**src/rtl/l2_cacheline_adaptor.sv**
```systemverilog
// Bridges single-transfer LINE_W L2 line requests onto NBEATS-beat BEAT_W memory bursts.
// Optional stall watchdog enabled by defining L2_CACHELINE_ADAPTOR_TIMEOUT_EN.
module l2_cacheline_adaptor #(
    parameter int LINE_W         = 256,
    parameter int BEAT_W         = 64,
    parameter int ADDR_W         = 32,
    parameter int TIMEOUT_CYCLES = 1024
) (
    input  logic              clk,
    input  logic              rst,
    input  logic [ADDR_W-1:0] address_i,
    input  logic [LINE_W-1:0] line_i,
    input  logic              read_i,
    input  logic              write_i,
    output logic [LINE_W-1:0] line_o,
    output logic              resp_o,
    output logic [ADDR_W-1:0] address_o,
    output logic [BEAT_W-1:0] burst_o,
    output logic              read_o,
    output logic              write_o,
    input  logic [BEAT_W-1:0] burst_i,
    input  logic              resp_i,
    output logic              error_o
);

    localparam int NBEATS = LINE_W / BEAT_W;
    localparam int CNT_W  = (NBEATS > 1) ? $clog2(NBEATS) : 1;
    localparam int OFF_W  = $clog2(LINE_W / 8);

    typedef enum logic [1:0] {IDLE, READ, WRITE, DONE} state_t;

    state_t            state, state_n;
    logic [CNT_W-1:0]  cnt;
    logic [LINE_W-1:0] line_q;
    logic              last_beat;
    logic              tmo_hit;

    assign last_beat = resp_i && (cnt == CNT_W'(NBEATS - 1));

    assign read_o  = (state == READ);
    assign write_o = (state == WRITE);
    assign resp_o  = (state == DONE);

    always_comb begin
        burst_o = '0;
        if (state == WRITE)
            burst_o = line_q[BEAT_W*cnt +: BEAT_W];
    end

    always_comb begin
        state_n = state;
        case (state)
            IDLE: begin
                if (write_i)
                    state_n = WRITE;
                else if (read_i)
                    state_n = READ;
            end
            READ, WRITE: begin
                if (last_beat || tmo_hit)
                    state_n = DONE;
            end
            DONE:    state_n = IDLE;
            default: state_n = IDLE;
        endcase
    end

    always_ff @(posedge clk) begin
        if (rst) begin
            state     <= IDLE;
            cnt       <= '0;
            line_q    <= '0;
            line_o    <= '0;
            address_o <= '0;
        end else begin
            state <= state_n;
            case (state)
                IDLE: begin
                    if (read_i || write_i) begin
                        line_q    <= line_i;
                        // Line-align: drop the byte offset within the line.
                        address_o <= address_i & ~ADDR_W'((1 << OFF_W) - 1);
                        cnt       <= '0;
                    end
                end
                READ: begin
                    if (resp_i) begin
                        line_o[BEAT_W*cnt +: BEAT_W] <= burst_i;
                        cnt                          <= cnt + CNT_W'(1);
                    end
                end
                WRITE: begin
                    if (resp_i)
                        cnt <= cnt + CNT_W'(1);
                end
                default: ;
            endcase
        end
    end

`ifdef L2_CACHELINE_ADAPTOR_TIMEOUT_EN
    localparam int TMO_W = (TIMEOUT_CYCLES > 1) ? $clog2(TIMEOUT_CYCLES) : 1;

    logic [TMO_W-1:0] tmo_cnt;
    logic             busy;

    assign busy    = (state == READ) || (state == WRITE);
    // Fires on the TIMEOUT_CYCLES-th consecutive stalled cycle of a burst.
    assign tmo_hit = busy && !resp_i && (tmo_cnt == TMO_W'(TIMEOUT_CYCLES - 1));

    always_ff @(posedge clk) begin
        if (rst) begin
            tmo_cnt <= '0;
            error_o <= 1'b0;
        end else begin
            if (!busy || resp_i)
                tmo_cnt <= '0;
            else
                tmo_cnt <= tmo_cnt + TMO_W'(1);
            if (tmo_hit)
                error_o <= 1'b1;
        end
    end
`else
    localparam int tmo_unused = TIMEOUT_CYCLES;

    assign tmo_hit = 1'b0;
    assign error_o = 1'b0;
`endif

endmodule
```
**config.mk**
```make
export PLATFORM = sky130hd
export DESIGN_NAME = l2_cacheline_adaptor
export DESIGN_NICKNAME = d
export VERILOG_FILES = /design/src/rtl/l2_cacheline_adaptor.sv
export SDC_FILE = /design/constraint.sdc
export NUM_CORES = 1
export LEC_CHECK = 0
export CAP_MARGIN = 20
export CELL_PAD_IN_SITES_DETAIL_PLACEMENT = 1
export CELL_PAD_IN_SITES_GLOBAL_PLACEMENT = 1
export CORE_AREA = 2 2 276 278
export CTS_CLUSTER_DIAMETER = 40
export DETAILED_ROUTE_END_ITERATION = 16
export DIE_AREA = 0 0 278 280
export PLACE_DENSITY_LB_ADDON = 0.05
export SYNTH_ARGS = -nofsm -noshare
export SYNTH_HDL_FRONTEND = slang
export SYNTH_SLANG_ARGS = --single-unit
```
**constraint.sdc**
```tcl
create_clock -name clk -period 3.7 [get_ports clk]
set_input_delay 0.925 -clock clk [delete_from_list [all_inputs] [get_ports clk]]
set_output_delay 0.925 -clock clk [all_outputs]
set_load 0.02 [all_outputs]
```
Word-level counts from Yosys, hierarchy flattened
Index checks and enable logic that the tools add are counted.

operators by class
  add/subtract/negate cells = 2
  eq/ne operators = 8
  shift operators = 3
  multiplexer cells = 9
  reductions and logical operators = 9

operators with widths
  cell                       count
  $bwmux 256                 1
  $shift 64x34->256 const A  1
  $shiftx 256x9->64          1
  $shiftx 64x34->256         1
  $mux 64                    1
  $neg 8->34                 1
  $mux 2                     5
  $eq 2x2->1 const B         3
  $pmux 2 s3                 1
  $reduce_and 2->1           3
  $ne 2x1->1 const B         2
  $pmux 2 s2                 1
  $ne 3x3->1 const B         1
  $reduce_and 3->1           1
  $add 2x1->2 const B        1
  $eq 2x1->1 const B         1
  $logic_not 2->1            1
  $ne 2x2->1 const B         1
  $reduce_bool 2->1          1
  $reduce_or 2->1            1
  $logic_and 1x1->1          1
  $logic_or 1x1->1           1

storage, ports and cells
  bits in registers = 543
  bits of input ports = 357
  output and inout bits = 356
  logic and storage cells = 36

Depth between registers and ports, before layout
Gate-level depths: netlist of the first run.

  depth after elaboration = 4
  depth in mapped cells = 10
  gate-level depth less buffers = 5

Least setup slack after synthesis of the first run
OpenSTA, ideal clock, no wires.

  path kind = register to output
  from = reg cnt[0]
  to = out burst_o[55]
  data arrival time = 1.528 ns
  data required time = 2.775 ns
  setup slack = 1.247 ns
  stages on the path, launching flop included = 6
  buffers on the path = 3
  cell sequence = dfxtp_1 -> buf_2 -> buf_6 -> buf_6 -> mux4_2 -> and2_1

on the way
  longest elaborated chain between the ends = 2

RTL lines
  item                    line  source
  from (decl)             33    logic [CNT_W-1:0] cnt;
  from (signal assigned)  89    cnt <= cnt + CNT_W'(1);
  from (signal assigned)  94    cnt <= cnt + CNT_W'(1);
  $shiftx 256x9->64       47    burst_o = line_q[BEAT_W*cnt +: BEAT_W];
  $mux 64                 46    if (state == WRITE)
  to (decl)               18    output logic [BEAT_W-1:0] burst_o,

No other way between the ends.

Final worst setup path of the first run
  from = reg cnt[0]
  to = out burst_o[18]

Same word-level chain as after synthesis.

==> flow_metrics.tcl, run 1 <==
set metrics [dict create \
    critPathKind "register to output port" \
    cts.hold.buffers_added 0 \
    synth_top_family_by_area "simple AND/OR/NAND/NOR gates" \
    io_pins 713 \
    grt_pass1_vias 21300 \
    end_kind "output port" \
    hold_class "register to register" \
    drive_gt1_frac 0.112 \
    synthMuxAreaShare 0.0682 \
    cp_top_family "buffers and inverters" \
    path_buf_inv 2 \
    cts_made_buffers 111 \
    dp_cells 3886 \
    die_w_um 278 \
    rsz0062_at_grt "true" \
    grt_overflow 0 \
    vias 20400 \
    via_per_inst 4.96 \
    hold_viol 0 \
    fmax_ghz 0.277 \
    maxSlewHeadroom -0.0811 \
    worstSkewPairLatency_ns 0.68 \
    cts_sinks 543 \
    grtUsageTotal 0.230 \
    firstDrtPassIters 5 \
    wl_per_cell_um 22.5 \
    syn-cell-area_um2 21100 \
    synth.distinct_cells 38 \
    period_minus_slack_ns 3.61 \
    synth_compound_area_frac 0.160 \
    hpwl_um 62200 \
    netlist_instances 2397 \
    final_antenna_net_count 0 \
    r2r_start "cnt[1]" \
    cpPeakStageDelay_ns 0.57 \
    cts.path.max_buffers 3 \
    dieArea_um2 77800 \
    synth_seq_area_share 0.514 \
    multi_input_area_um2 9260 \
    fin_cells 4115 \
    synth_xor_xnor_area_share 0 \
    syn_to_final_growth_pct 55.9 \
    max-vdd-ir-drop_mv 0.475 \
    syn_avg_cell_area_um2 8.82 \
    fillers 8492 \
    clkTransAtPathRegs_ns 0.05 \
    synth_top_area_share 0.514 \
    startpoint "cnt[0]" \
    hp-start "line_q[170]" \
    leakage_nw 12.2 \
    violations "slew limit" \
    cts_tree "yes" \
    synthSimpleGateAreaFrac 0.199 \
    maxCapViolCount 0 \
    io_buffer_count 701 \
    gp_routability_congestion 0.828 \
    skew_ns 0.0372 \
    remaining_drc_errors 0 \
    tns_ns 0 \
    routed_wl_um 92600 \
    initial_utilization 0.281 \
    worst_pin_slew_ns 1.62 \
    cp.required_ns 2.77 \
    core.rowCount 101 \
    drv_slew 89 \
    synthAdderAreaFrac 0.00651 \
    p_per_area_nw_per_um2 708 \
    grt_max_degree 233 \
    crit_slowest_cell "clkdlybuf4s50_1" \
    finalSetupViolations 0 \
    synth_largest_area_cell "dfxtp_1" \
    status "finished, violations left" \
    die_height_um 280 \
    coreArea_um2 75200 \
    root_buffer "clkbuf_16" \
    path_cells "buf_12, mux4_2, and2_1, clkdlybuf4s50_1" \
    ys_ff_latch 543 \
    grt_pass1_wl_um 137000 \
    min_period_over_period 0.976 \
    grt_antenna_before_repair 35 \
    critPathLaunchType "register" \
    crit_fanout 18 \
    drtIter0Drc 921 \
    yosys_warnings 0 \
    cts-htree-levels 3 \
    synth_area_leaders "dfxtp_1, nand2_1, a21oi_1" \
    worstPathArrival_ns 2.68 \
    hold-worst-slack_ns 0.449 \
    regArea_um2 10900 \
    nNetsFinal 3393 \
]
## logic make-up after synthesis
kind of cell | Yosys count
DFF | 543
other | 1
muxes | 64
adders and majority gates | 11
and+or+nand+nor | 991
AOI/OAI and AO/OA | 551
buffers and inverters | 236
## report_power, final
part | internal, mW | switching (mW) | leakage, nW
logic | 2.35 | 3.58 | 5.89
clock network | 6.79 | 3.49 | 1.89
registers | 6.68 | 0.460 | 4.43
total | 15.8 | 7.53 | 12.2
## layout by cell type, fill, tap and decap left out, types with 24 or more instances in the layout
cell	n
dfxtp_1	541
clkdlybuf4s50_1	690
mux4_2	64
and2_1	64
a21oi_1	388
a32oi_1	88
nand2_1	673
nand3_1	105
a32o_1	24
nor2_1	88
clkbuf_16	111
and3_1	41
a31o_2	35
## state kept, by name, summed over array words and instances, names as in the netlist
signal / count
line_q: 256
address_o: 27
cnt: 2
state: 2
line_o: 256
## tightest hold or removal path, stage by stage (launching register included)
cell	delay, ns
dfxtp_1	0.30
nand2_1	0.05
a21oi_1	0.05
## Yosys cell counts (all sizes together)
cell type / instances
a211o: 1
nor4b: 1
conb: 1
o21ai: 4
a31o: 40
and4: 1
mux4: 64
and2: 65
dfxtp: 543
nor2b: 2
ha: 11
a21oi: 388
nand3: 109
buf: 93
o31ai: 1
a21boi: 1
inv: 5
nor2: 90
a32oi: 88
nand2b: 2
or3: 1
nand2: 673
nor3b: 1
clkbuf: 138
and3: 43
o21a: 1
and4bb: 2
o311ai: 2
o311a: 1
or4b: 1
a32o: 24
## stage by stage
stage                     setup slack, ns  power [mW]  cell area [um2]   util
after floorplan                      1.25        10.8            21200      -
after global placement              0.434        13.0            28900  0.385
after detailed placement            0.424        13.2            28900  0.385
after CTS                        0.000285        23.7            32900  0.437
after global routing              -0.0193        24.5            32900  0.438
final                              0.0903        23.3            33000  0.438
## worst paths after layout
check           endpoint  slack (ns)  cells past startpoint
max reg2reg  line_o[236]        0.82                      6
min          line_q[170]        0.45                      2
max          burst_o[18]        0.09                      4
min reg2reg  line_q[170]        0.45                      2
## cell type report
type / count / area share
clock inverter: 67 / 0.0281
timing repair buffer: 741 / 0.231
inverter: 5 / 0.000570
tap: 978 / 0.0371
antenna: 23 / 0.00175
clock buffer: 135 / 0.0904
sequential: 543 / 0.330
multi-input combinational: 1623 / 0.281
## repair_timing
action | 4_1_cts | 5_1_grt
gates resized for setup | 2 | 9
setup endpoints to repair | 59 | 17
buffers inserted | 3 | 1
## per-layer routing
metal | share of wire | track usage
met1 | 0.38 | 0.253
met2 | 0.50 | 0.401
met3 | 0.077 | 0.0808
met4 | 0.037 | 0.0973
met5 | 0.0016 | 0
Power figures use the tool's default switching activity.
==> run 2, diff against run 1 <==
- CTS_BUF_LIST: default -> sky130_fd_sc_hd__clkbuf_16
- HOLD_SLACK_MARGIN: default -> 0.03
==> run 2 against run 1 <==
The run still ends with slew limit left. Clock power is essentially flat. Routed wire length shrank 0.21%. Register-to-register slack barely moved. Setup slack lost 0.00093 ns. Non-clock buffer count did not move. Via count is essentially flat. Global-route usage is essentially flat. Total power shrank 1.2%. Count of clock-buffer cells in the layout down 24. First-iteration DRC count is 0.54% higher. Design area is 0.33% lower. Maximum frequency about the same. Critical path type unchanged. Largest power group unchanged.
==> flow_metrics.tcl, run 2 (synthesis results as in run 1) <==
set metrics [dict create \
    status "finished, violations left" \
    violations "slew limit" \
    root_buffer "clkbuf_16" \
    crit_fanout 18 \
    reg_top3 "line_o x256, line_q x256, address_o x27" \
    dpl-instance-area_um2 28900 \
    worst_pin_slew_ns 1.60 \
    remaining_drc_errors 0 \
    grt_pass1_wl_um 137000 \
    syn_to_final_growth_pct 55.4 \
    grt_antenna_before_repair 35 \
    rrSetupSlack_ns 0.83 \
    vias 20400 \
    grtUsageTotal 0.230 \
    critPathKind "register to output port" \
    initial_utilization 0.281 \
    gp_routability_congestion 0.828 \
    leakage_nw 12.2 \
    setup_slack_ns 0.0894 \
    maxCapViolCount 0 \
    path_cells "buf_12, mux4_2, and2_1, clkdlybuf4s50_1" \
    grt_max_degree 233 \
    die_height_um 280 \
    fin_area_um2 32800 \
    cpPeakStageDelay_ns 0.57 \
    grt_pass1_vias 21300 \
    clkTransAtPathRegs_ns 0.05 \
    startpoint "cnt[0]" \
    crit_slowest_cell "clkdlybuf4s50_1" \
    cts_made_buffers 111 \
    finalSetupViolations 0 \
    fin_cells 4115 \
    cts_sinks 543 \
    firstDrtPassIters 5 \
    final_core_util 0.437 \
    maxSlewHeadroom -0.0669 \
    fmax_ghz 0.277 \
    cts-htree-levels 3 \
    nNetsFinal 3393 \
    cts_tree "yes" \
    dieArea_um2 77800 \
    r2r_start "cnt[1]" \
    layout_commonest_cell "clkdlybuf4s50_1" \
    period_minus_slack_ns 3.61 \
    grt_overflow 0 \
    hpwl_um 62200 \
    die_w_um 278 \
    hold_class "register to register" \
    layout_common_cells "clkdlybuf4s50_1, nand2_1, dfxtp_1" \
    reg2regPathDepth 6 \
    crit_path_end "burst_o[18]" \
    wl_per_cell_um 22.5 \
    cp.required_ns 2.77 \
    hold_viol 0 \
    core.rowCount 101 \
    hold-worst-slack_ns 0.448 \
    p_per_area_nw_per_um2 702 \
    min_period_over_period 0.976 \
    io_pins 713 \
    coreArea_um2 75200 \
    max-vdd-ir-drop_mv 0.456 \
    skew_ns 0.0351 \
    drv_slew 117 \
    cts.hold.buffers_added 0 \
    via_per_inst 4.96 \
    finalPower_mw 23.1 \
    final_antenna_net_count 0 \
    tns_ns 0 \
    end_kind "output port" \
    reg2reg_to "line_o[236]" \
    drtIter0Drc 926 \
    pre_cts_ws_ns 0.424 \
    fillers 8505 \
    io_buffer_count 701 \
    rsz0062_at_grt "true" \
    cts.path.max_buffers 3 \
    drive_gt1_frac 0.109 \
    dp_cells 3886 \
    worstSkewPairLatency_ns 0.68 \
    worstPathArrival_ns 2.69 \
    critPathLaunchType "register" \
    routed_wl_um 92400 \
]
[run 2: changes by cell type in the layout (fill, tap and decap cells not counted)]
cell and delta:
clkbuf_1 -13, clkbuf_8 -11, clkinv_1 +11, inv_1 +13
[run 2: repair_timing]
item	in CTS	in global routing
setup buffers	3	1
gates resized for setup	2	9
endpoints found under the setup margin	59	17
[run 2: routing by layer]
layer	vias to the layer above	global-route usage	wire, um
li1	9570	-	-
met1	10000	0.253	35500
met2	571	0.401	46600
met3	182	0.0799	6830
met4	22	0.0981	3350
met5	-	0	144
[run 2: worst min-delay path by stage]
stage                 from     endpoint  cells after the start
2_1_floorplan  line_q[128]  line_q[128]                      2
3_3_place_gp   line_o[147]  line_o[147]                      2
3_5_place_dp   line_o[128]  line_o[128]                      2
4_1_cts        line_o[128]  line_o[128]                      2
5_1_grt        line_o[166]  line_o[166]                      2
6_report       line_o[180]  line_o[180]                      2
[run 2: worst max-delay path, delay by kind of cell, from the launching register on]
kind                   cells  cell delay, ns
AND/OR/NAND/NOR            1            0.18
multiplexers               1            0.51
flip-flops                 1            0.50
buffers and inverters      2            0.82
[run 2: layout make-up]
| class | count | area [um2] | share of cell area |
|---|---|---|---|
| inverter | 5 | 18.8 | 0.000571 |
| multi-input combinational | 1623 | 9260 | 0.282 |
| timing repair buffer | 741 | 7610 | 0.232 |
| antenna | 23 | 57.6 | 0.00175 |
| sequential | 543 | 10900 | 0.331 |
| clock buffer | 111 | 2780 | 0.0846 |
| tap | 978 | 1220 | 0.0373 |
| clock inverter | 91 | 1020 | 0.0309 |
[run 2: power breakdown]
part           total, mW  internal, mW  switching [mW]
logic               5.92          2.35            3.57
clock network       10.0          6.53            3.48
registers           7.14          6.68           0.460
